--- src/rtl/sync_memory_unit_if.sv ---
// Request/response bundle for sync_memory_unit. The parity strap and error strobe
// exist only when PARITY_EN is defined.
interface sync_memory_unit_if #(
  parameter int DATA_W = 8,
  parameter int DEPTH  = 8
);
  localparam int ADDR_W = (DEPTH > 1) ? $clog2(DEPTH) : 1;

  logic              op;
  logic              select;
  logic [ADDR_W-1:0] address;
  logic [DATA_W-1:0] in_bus;
  logic              clear;
  logic [DATA_W-1:0] out_bus;
  logic              out_valid;
  logic              busy;
`ifdef PARITY_EN
  logic              inj_par;
  logic              parity_err;
`endif

  modport master (
    output op, select, address, in_bus, clear,
`ifdef PARITY_EN
    output inj_par,
    input  parity_err,
`endif
    input  out_bus, out_valid, busy
  );

  modport slave (
    input  op, select, address, in_bus, clear,
`ifdef PARITY_EN
    input  inj_par,
    output parity_err,
`endif
    output out_bus, out_valid, busy
  );
endinterface

--- src/rtl/sync_memory_unit.sv ---
// DEPTH x DATA_W flop-array memory with registered reads and a zero-fill sweep that runs
// after reset or on clear. Define PARITY_EN to add a per-word even-parity bit.
module sync_memory_unit #(
  parameter int DATA_W = 8,
  parameter int DEPTH  = 8
) (
  input  logic               clk,
  input  logic               rst_n,
  sync_memory_unit_if.slave  bus
);
  localparam int ADDR_W = (DEPTH > 1) ? $clog2(DEPTH) : 1;

  typedef logic [ADDR_W-1:0] addr_t;
  typedef logic [DATA_W-1:0] word_t;
  typedef enum logic [0:0] {ST_CLEAR, ST_IDLE} state_t;

  localparam addr_t           LAST_ADDR = addr_t'(DEPTH - 1);
  localparam logic [ADDR_W:0] DEPTH_V   = (ADDR_W + 1)'(DEPTH);

  state_t state, state_nxt;
  addr_t  clr_ptr;
  word_t  mem [DEPTH];
  logic   sweep_we;
  logic   addr_ok;
  logic   wr_en;
  logic   rd_en;
`ifdef PARITY_EN
  logic   par_mem [DEPTH];
`endif

  // State register plus the sweep pointer it sequences.
  // NOTE: sequential state uses non-blocking assignments so every flop samples pre-edge values.
  always_ff @(posedge clk or negedge rst_n) begin
    if (!rst_n) begin
      state   <= ST_CLEAR;
      clr_ptr <= '0;
    end else begin
      state <= state_nxt;
      if (state == ST_CLEAR)
        clr_ptr <= (clr_ptr == LAST_ADDR) ? '0 : clr_ptr + 1'b1;
      else if (bus.clear)
        clr_ptr <= '0;
    end
  end

  // NOTE: every always_comb output gets a default first, so no path can infer a latch.
  always_comb begin
    state_nxt = state;
    unique case (state)
      ST_CLEAR: if (clr_ptr == LAST_ADDR) state_nxt = ST_IDLE;
      ST_IDLE:  if (bus.clear)            state_nxt = ST_CLEAR;
      default:                            state_nxt = ST_CLEAR;
    endcase
  end

  // Outputs and strobes; clear wins over a same-cycle request.
  always_comb begin
    bus.busy = 1'b0;
    sweep_we = 1'b0;
    wr_en    = 1'b0;
    rd_en    = 1'b0;
    addr_ok  = ({1'b0, bus.address} < DEPTH_V);
    if (state == ST_CLEAR) begin
      bus.busy = 1'b1;
      sweep_we = 1'b1;
    end else if (!bus.clear && bus.select) begin
      wr_en = bus.op && addr_ok;
      rd_en = !bus.op;
    end
  end

  // NOTE: the storage array has no reset; zeroing is the sweep's job, which keeps it a plain flop array.
  always_ff @(posedge clk) begin
    if (sweep_we)
      mem[clr_ptr] <= '0;
    else if (wr_en)
      mem[bus.address] <= bus.in_bus;
  end

`ifdef PARITY_EN
  always_ff @(posedge clk) begin
    if (sweep_we)
      par_mem[clr_ptr] <= 1'b0;
    else if (wr_en)
      par_mem[bus.address] <= (^bus.in_bus) ^ bus.inj_par;
  end
`endif

  // Registered read port; out-of-range reads return zero but still strobe valid.
  always_ff @(posedge clk or negedge rst_n) begin
    if (!rst_n) begin
      bus.out_bus    <= '0;
      bus.out_valid  <= 1'b0;
`ifdef PARITY_EN
      bus.parity_err <= 1'b0;
`endif
    end else begin
      bus.out_valid <= rd_en;
      if (rd_en)
        bus.out_bus <= addr_ok ? mem[bus.address] : '0;
`ifdef PARITY_EN
      bus.parity_err <= rd_en && addr_ok && (par_mem[bus.address] != (^mem[bus.address]));
`endif
    end
  end
endmodule

--- src/flat_wrapper.sv ---
// flat-port wrapper written by rule: the top's interface ports become plain ports
module sync_memory_unit_flat 
#(
  parameter int DATA_W = 8,
  parameter int DEPTH  = 8
)
  (clk, rst_n, bus_op, bus_select, bus_address, bus_in_bus, bus_clear, bus_out_bus, bus_out_valid, bus_busy);
  sync_memory_unit_if #(.DATA_W(DATA_W), .DEPTH(DEPTH)) bus_i ();
  input  logic clk;
  input  logic rst_n;
  input wire logic [$bits(bus_i.op)-1:0] bus_op;
  input wire logic [$bits(bus_i.select)-1:0] bus_select;
  input wire logic [$bits(bus_i.address)-1:0] bus_address;
  input wire logic [$bits(bus_i.in_bus)-1:0] bus_in_bus;
  input wire logic [$bits(bus_i.clear)-1:0] bus_clear;
  output wire logic [$bits(bus_i.out_bus)-1:0] bus_out_bus;
  output wire logic [$bits(bus_i.out_valid)-1:0] bus_out_valid;
  output wire logic [$bits(bus_i.busy)-1:0] bus_busy;
  assign bus_i.op = bus_op;
  assign bus_i.select = bus_select;
  assign bus_i.address = bus_address;
  assign bus_i.in_bus = bus_in_bus;
  assign bus_i.clear = bus_clear;
  assign bus_out_bus = bus_i.out_bus;
  assign bus_out_valid = bus_i.out_valid;
  assign bus_busy = bus_i.busy;
  sync_memory_unit #(.DATA_W(DATA_W), .DEPTH(DEPTH)) u_core (.clk(clk), .rst_n(rst_n), .bus(bus_i));
endmodule
--- config.mk ---
export PLATFORM = sky130hd
export DESIGN_NAME = sync_memory_unit_flat
export DESIGN_NICKNAME = d
export VERILOG_FILES = /design/src/rtl/sync_memory_unit_if.sv /design/src/rtl/sync_memory_unit.sv /design/src/flat_wrapper.sv
export SDC_FILE = /design/constraint.sdc
export NUM_CORES = 1
export LEC_CHECK = 0
export CAP_MARGIN = 20
export CORE_ASPECT_RATIO = 1.2
export CORE_MARGIN = 5
export CORE_UTILIZATION = 60
export CTS_BUF_LIST = sky130_fd_sc_hd__clkbuf_8
export CTS_CLUSTER_DIAMETER = 60
export DETAILED_ROUTE_END_ITERATION = 8
export PLACE_DENSITY = 0.89
export SLEW_MARGIN = 40
export SYNTH_ARGS = -nofsm -noshare
export SYNTH_HDL_FRONTEND = slang
export SYNTH_SLANG_ARGS = --single-unit
--- constraint.sdc ---
create_clock -name clk -period 2.6 [get_ports clk]
set_input_delay 0.52 -clock clk [delete_from_list [all_inputs] [get_ports clk]]
set_output_delay 0.52 -clock clk [all_outputs]
set_load 0.005 [all_outputs]
==> flow_summary.ini, run 1 <==
[job]
maxCapViolCount = 0

[sta]
tightestPinTransition_ns = 0.668
period_share_pct = 79.7
finalSetupViolCount = 0
timing.final.hold_violations = 0
fin_crit_ns = 2.07
fin_skew_ns = 0.00690
slew_headroom_pct = 55.3
drv_slew = 0
fmax_mhz = 482
rsz0062_at_grt = no
fin_tns_setup_ns = 0

[critical_path]
critPathMaxStageDelay_ns = 0.48
worst-path-buf-inv = 3
r2r_slack_ns = 0.69
end_kind = flip-flop
r2r_start = u_core.state$_DFF_PN0_
slowest_stage = clkdlybuf4s50_1
start_kind = primary input
crit_top_cell = buf_4
path_cells = clkdlybuf4s50_1, and4b_1, buf_4, a22oi_2, nor3_1, buf_4
path_max_fanout = 10
critPathTopFamily = buffers and inverters
cp.required_ns = 2.65
crit_path_start = bus_select
crit_arrival_ns = 2.12
crit_type = in -> reg

[floorplan]
io_pins = 26
die_area_mm2 = 0.00688
core_mm2 = 0.00523
num_rows = 29
initial_utilization_pct = 61.1
die_y_um = 89.9
die_w_um = 76.6

[logic_synthesis]
synth_ff_type = edfxtp_1
syn-num-nets = 211
yosysWarnings = 0
synth_largest_area_cell = edfxtp_1
postSynthAreaPerCell_um2 = 16.5
ys_seq_area_share_pct = 70.4
ys_ff_latch = 77
synthTopCellsByArea = edfxtp_1, dfrtp_1, mux2i_1, mux2_2, a22o_1
yosysUniqueCellTypes = 31
syn_area_mm2 = 0.00319
synth_top_area_share_pct = 60.2
async_flop_share_pct = 16.9
syn_inst = 193
synth_edf_count = 64

[final_layout]
multi_input_area_um2 = 860
nets = 249
drive_gt1_share_pct = 22.5
syn_to_final_growth_pct = 18.7
antennaDiodeCount = 0
fill_cells = 327
regArea_mm2 = 0.00225
postLayoutCoreUtil_pct = 72.5

[placed_design]
numPortBuffers = 25
gp_congestion = 0.804
dp_hpwl_um = 4190

[clocking]
insertion_delay_ns = 0.34
clock_sinks = 77
root_buffer = clkbuf_8
cts_buffers = 9
clockBufferDepth = 2
cts_tree = yes
htreeDepth = 3
worst_setup_hold_path_clk_slew_ns = 0.08
cts_resized = 0
post_cts_buffers = 0
cts_hold_buf = 0

[worst_hold_path]
hp-class = reg -> reg
hp-start = u_core.bus.out_bus[7]$_DFFE_PN0P_

[route]
viasPerCell = 5.92
wire_per_inst_um = 20.4
drtIter0Drc = 148
drc = 0
wirelength_um = 6070
vias = 1765
drtAntennaViolNets = 0
first_pass_iters = 4

[grt]
gr-usage-all-layers_pct = 18.5
grt_pass1_wl_um = 9380
grt_pass1_vias = 1750
antenna_found_initial = 0
grt_max_degree = 35
overflow = 0

[power_and_ir_drop]
ir_worst_vdd_mv = 0.528
powerDensity_mw_per_mm2 = 1040
leakage_nw = 1.41

[run_status]
status = finished, final reports clean
## kinds of logic after synthesis
group	synth area share, %
compound gates	7.41
fa+ha+maj	0.784
buf+inv	2.63
flops	70.4
mux	12.2
simple gates	6.51
## path summary, 6_finish.rpt
kind	end	cells past startpoint
min reg2reg	u_core.bus.out_bus[7]$_DFFE_PN0P_	2
max	u_core.mem[7][6]$_DFFE_PP_	6
min	u_core.bus.out_bus[7]$_DFFE_PN0P_	2
min in group asynchronous	u_core.bus.out_bus[7]$_DFFE_PN0P_	1
max in group asynchronous	u_core.bus.out_bus[3]$_DFFE_PN0P_	1
max reg2reg	u_core.mem[7][6]$_DFFE_PP_	5
## metal layers
metal | GRT usage [%] | part of all wire [%] | vias up
met2 | 30.9 | 52 | 43
li1 | - | - | 828
met4 | 9.62 | 2.3 | 0
met1 | 22.5 | 41 | 883
met3 | 3.70 | 4.6 | 11
met5 | 0 | 0 | -
## registers in the layout, summed over array words and instances (netlist names)
name	cells
u_core.bus.out_bus	8
u_core.bus.out_valid	1
u_core.clr_ptr	3
u_core.mem	64
u_core.state	1
## power by group
group / total, mW / switching, mW / internal [mW]
Combinational: 0.973 / 0.502 / 0.471
Clock: 1.04 / 0.411 / 0.633
Sequential: 1.91 / 0.148 / 1.77
Total: 3.93 / 1.06 / 2.87
## layout make-up
| cell class | count | area share, % |
|---|---|---|
| flip-flops and latches | 77 | 59.3 |
| multi-input cells | 103 | 22.7 |
| repair buffers | 37 | 9.32 |
| clock buffers | 9 | 3.27 |
| clock inverters | 7 | 3.04 |
| well taps | 62 | 2.05 |
| inverters | 3 | 0.297 |
## synth_stat cells (5+ instances only)
master,n
o22ai_1,8
o31ai_1,7
edfxtp_1,64
nor3_2,5
dfrtp_1,13
mux2i_1,18
mux2_2,16
nand2_1,11
a22o_1,9
and2_1,8
## layout by cell type, fill, tap and decap left out, drive strengths merged
| master | instances |
|---|---|
| mux2i | 18 |
| mux2 | 18 |
| nand2 | 11 |
| o22ai | 8 |
| or3 | 1 |
| dfrtp | 13 |
| nor3 | 8 |
| inv | 4 |
| buf | 12 |
| nor2b | 1 |
| edfxtp | 64 |
| o31ai | 8 |
| nor2 | 3 |
| a21o | 1 |
| clkinvlp | 1 |
| ha | 2 |
| clkinv | 2 |
| clkbuf | 9 |
| and4b | 1 |
| o2bb2ai | 1 |
| a21oi | 1 |
| nand4bb | 1 |
| o21ai | 1 |
| a22oi | 1 |
| and2 | 8 |
| nand2b | 1 |
| bufinv | 3 |
| clkdlybuf4s50 | 25 |
| a22o | 9 |
## worst min-delay path, stage by stage, from the launching register on
cell and delay, ns:
dfrtp_1 0.34, nand2_1 0.05, o31ai_1 0.05
## per-stage QoR
step	cells	hold WS [ns]	worst slack, ns	area, um2	total power, mW
2_1_floorplan	193	0.224	0.398	3190	2.47
6_report	298	0.478	0.527	3790	3.93
3_5_place_dp	282	0.469	0.196	3550	2.91
5_1_grt	298	0.509	0.477	3790	4.11
4_1_cts	298	0.482	0.544	3790	3.96
3_3_place_gp	282	0.461	0.224	3550	2.83
Power figures use the tool's default switching activity.
==> run 2: changes to the inputs <==
--- a/config.mk
+++ b/config.mk
@@ -8,11 +8,11 @@
 export CAP_MARGIN = 20
 export CORE_ASPECT_RATIO = 1.2
 export CORE_MARGIN = 5
-export CORE_UTILIZATION = 60
+export CORE_UTILIZATION = 54
 export CTS_BUF_LIST = sky130_fd_sc_hd__clkbuf_8
 export CTS_CLUSTER_DIAMETER = 60
 export DETAILED_ROUTE_END_ITERATION = 8
-export PLACE_DENSITY = 0.89
+export PLACE_DENSITY = 0.85
 export SLEW_MARGIN = 40
 export SYNTH_ARGS = -nofsm -noshare
 export SYNTH_HDL_FRONTEND = slang
==> constraint.sdc (replaced) <==
create_clock -name clk -period 1.7 [get_ports clk]
set_input_delay 0.34 -clock clk [delete_from_list [all_inputs] [get_ports clk]]
set_output_delay 0.34 -clock clk [all_outputs]
set_load 0.005 [all_outputs]
==> flow_summary.ini, run 2 (synthesis gave the netlist of run 1 again) <==
[final_layout]
fill_cells = 358
syn_to_final_growth_pct = 30.5
nets = 264
final_common_cell = edfxtp_1
drive_gt1_share_pct = 30.3
regArea_mm2 = 0.00225
antennaDiodeCount = 0
fin_area_mm2 = 0.00417
regMostFlops = u_core.mem
final_cell_mix = edfxtp_1, clkdlybuf4s50_1, mux2i_1, mux2_2, dfrtp_1
multi_input_area_um2 = 960
largest_reg_flops = 64
largestRegisters = u_core.mem x64, u_core.bus.out_bus x8, u_core.clr_ptr x3

[clocking]
clockBufferDepth = 2
htreeDepth = 3
worst_setup_hold_path_clk_slew_ns = 0.08
insertion_delay_ns = 0.35
clock_sinks = 77
root_buffer = clkbuf_8
cts_buffers = 9
cts_tree = yes

[worst_hold_path]
hp-class = in -> async

[critical_path]
start_kind = flip-flop
r2r-end = u_core.mem[4][3]$_DFFE_PP_
rr_worst_depth = 5
r2r_slack_ns = -0.08
path_max_fanout = 8
crit_arrival_ns = 1.85
setup.worst_path.end = u_core.mem[4][3]$_DFFE_PP_
end_kind = flip-flop
crit_type = reg -> reg
cp.required_ns = 1.77
r2r_start = u_core.state$_DFF_PN0_
crit_path_start = u_core.state$_DFF_PN0_

[sta]
rsz0062_at_grt = yes
fin_crit_ns = 1.78
fin_tns_setup_ns = -2.18
period_share_pct = 105
whs_ns = 0.345
fin_skew_ns = 0.00467
slew_headroom_pct = 62.6
finalSetupViolCount = 51
timing.final.ws_setup_ns = -0.0804
drv_slew = 0
timing.final.hold_violations = 0
fmax_mhz = 562
tightestPinTransition_ns = 0.559

[power_and_ir_drop]
powerDensity_mw_per_mm2 = 1600
p_total_mw = 6.67
ir_worst_vdd_mv = 0.799
leakage_nw = 1.55

[grt]
grt_max_degree = 18
antenna_found_initial = 0
gr-usage-all-layers_pct = 18.3
overflow = 0
grt_pass1_wl_um = 10000
grt_pass1_vias = 1906

[job]
maxCapViolCount = 0

[floorplan]
die_area_mm2 = 0.00755
io_pins = 26
num_rows = 30
die_w_um = 80.2
initial_utilization_pct = 55.9
core_mm2 = 0.00571
die_y_um = 94.2

[route]
wire_per_inst_um = 18.4
drc = 0
wirelength_um = 6090
vias = 1805
viasPerCell = 5.45
drtIter0Drc = 135
first_pass_iters = 4
drtAntennaViolNets = 0

[placed_design]
pre_cts_ws_ns = -0.604
dpl_cell_area_mm2 = 0.00384
gp_congestion = 0.787
numPortBuffers = 25
dp_hpwl_um = 4220

[run_status]
status = finished with violations
violations = setup timing
run 2: layout make-up:
type | count | area share [%]
flip-flops and latches | 77 | 54.0
multi-input cells | 103 | 23.0
repair buffers | 52 | 14.7
clock buffers | 10 | 3.30
well taps | 80 | 2.40
clock inverters | 6 | 2.22
inverters | 3 | 0.360
run 2: power breakdown:
part / switching (mW) / total (mW) / internal [mW]
registers: 0.230 / 2.93 / 2.70
clock network: 0.684 / 1.56 / 0.876
logic: 1.03 / 2.18 / 1.15
run 2: metal layers:
metal  up-vias  global-route usage [%]  wire, um
met4         0                    10.3       146
met5         -                       0         0
met2        43                    28.7      3020
met1       892                    24.0      2700
met3        12                    2.98       215
li1        858                       -         -
run 2: worst min path at each step:
stage | startpoint | endpoint | slack [ns] | depth (start not counted)
after CTS | rst_n | u_core.bus.out_bus[0]$_DFFE_PN0P_ | 0.36 | 1
after global placement | u_core.bus.out_bus[2]$_DFFE_PN0P_ | u_core.bus.out_bus[2]$_DFFE_PN0P_ | 0.46 | 2
after detailed placement | u_core.bus.out_bus[0]$_DFFE_PN0P_ | u_core.bus.out_bus[0]$_DFFE_PN0P_ | 0.47 | 2
after floorplan | rst_n | u_core.bus.out_bus[0]$_DFFE_PN0P_ | 0.04 | 0
after global routing | rst_n | u_core.bus.out_bus[0]$_DFFE_PN0P_ | 0.40 | 1
final | rst_n | u_core.clr_ptr[1]$_DFFE_PN0P_ | 0.35 | 1
run 2: repair_timing:
| item | in CTS | in global routing |
|---|---|---|
| pin swaps | 6 | 6 |
| setup endpoints to repair | 65 | 72 |
| cloned | 0 | 0 |
| hold endpoints to repair | 0 | 0 |
| resized for setup | 12 | 5 |
| buffers inserted | 5 | 7 |
| hold buffers | 0 | 0 |
run 2: critical path, cell delays in order, from the launching register on:
cell,delay [ns]
dfrtp_1,0.39
and4b_1,0.21
buf_6,0.14
mux2_4,0.36
nor3_4,0.24
buf_12,0.15
run 2: per-stage QoR:
stage,util [%],std cells
floorplan,-,193
global placement,67.2,309
detailed placement,67.2,309
CTS,72.6,330
global route,73.0,331
finish,73.0,331
==> run 3: changes to the inputs <==
--- a/config.mk
+++ b/config.mk
@@ -11,9 +11,9 @@
 export CORE_UTILIZATION = 54
 export CTS_BUF_LIST = sky130_fd_sc_hd__clkbuf_8
 export CTS_CLUSTER_DIAMETER = 60
+export CTS_CLUSTER_SIZE = 8
 export DETAILED_ROUTE_END_ITERATION = 8
 export PLACE_DENSITY = 0.85
-export SLEW_MARGIN = 40
 export SYNTH_ARGS = -nofsm -noshare
 export SYNTH_HDL_FRONTEND = slang
 export SYNTH_SLANG_ARGS = --single-unit
==> results of run 3 <==
Final layout, timing and power as in run 2 (identical DEF).
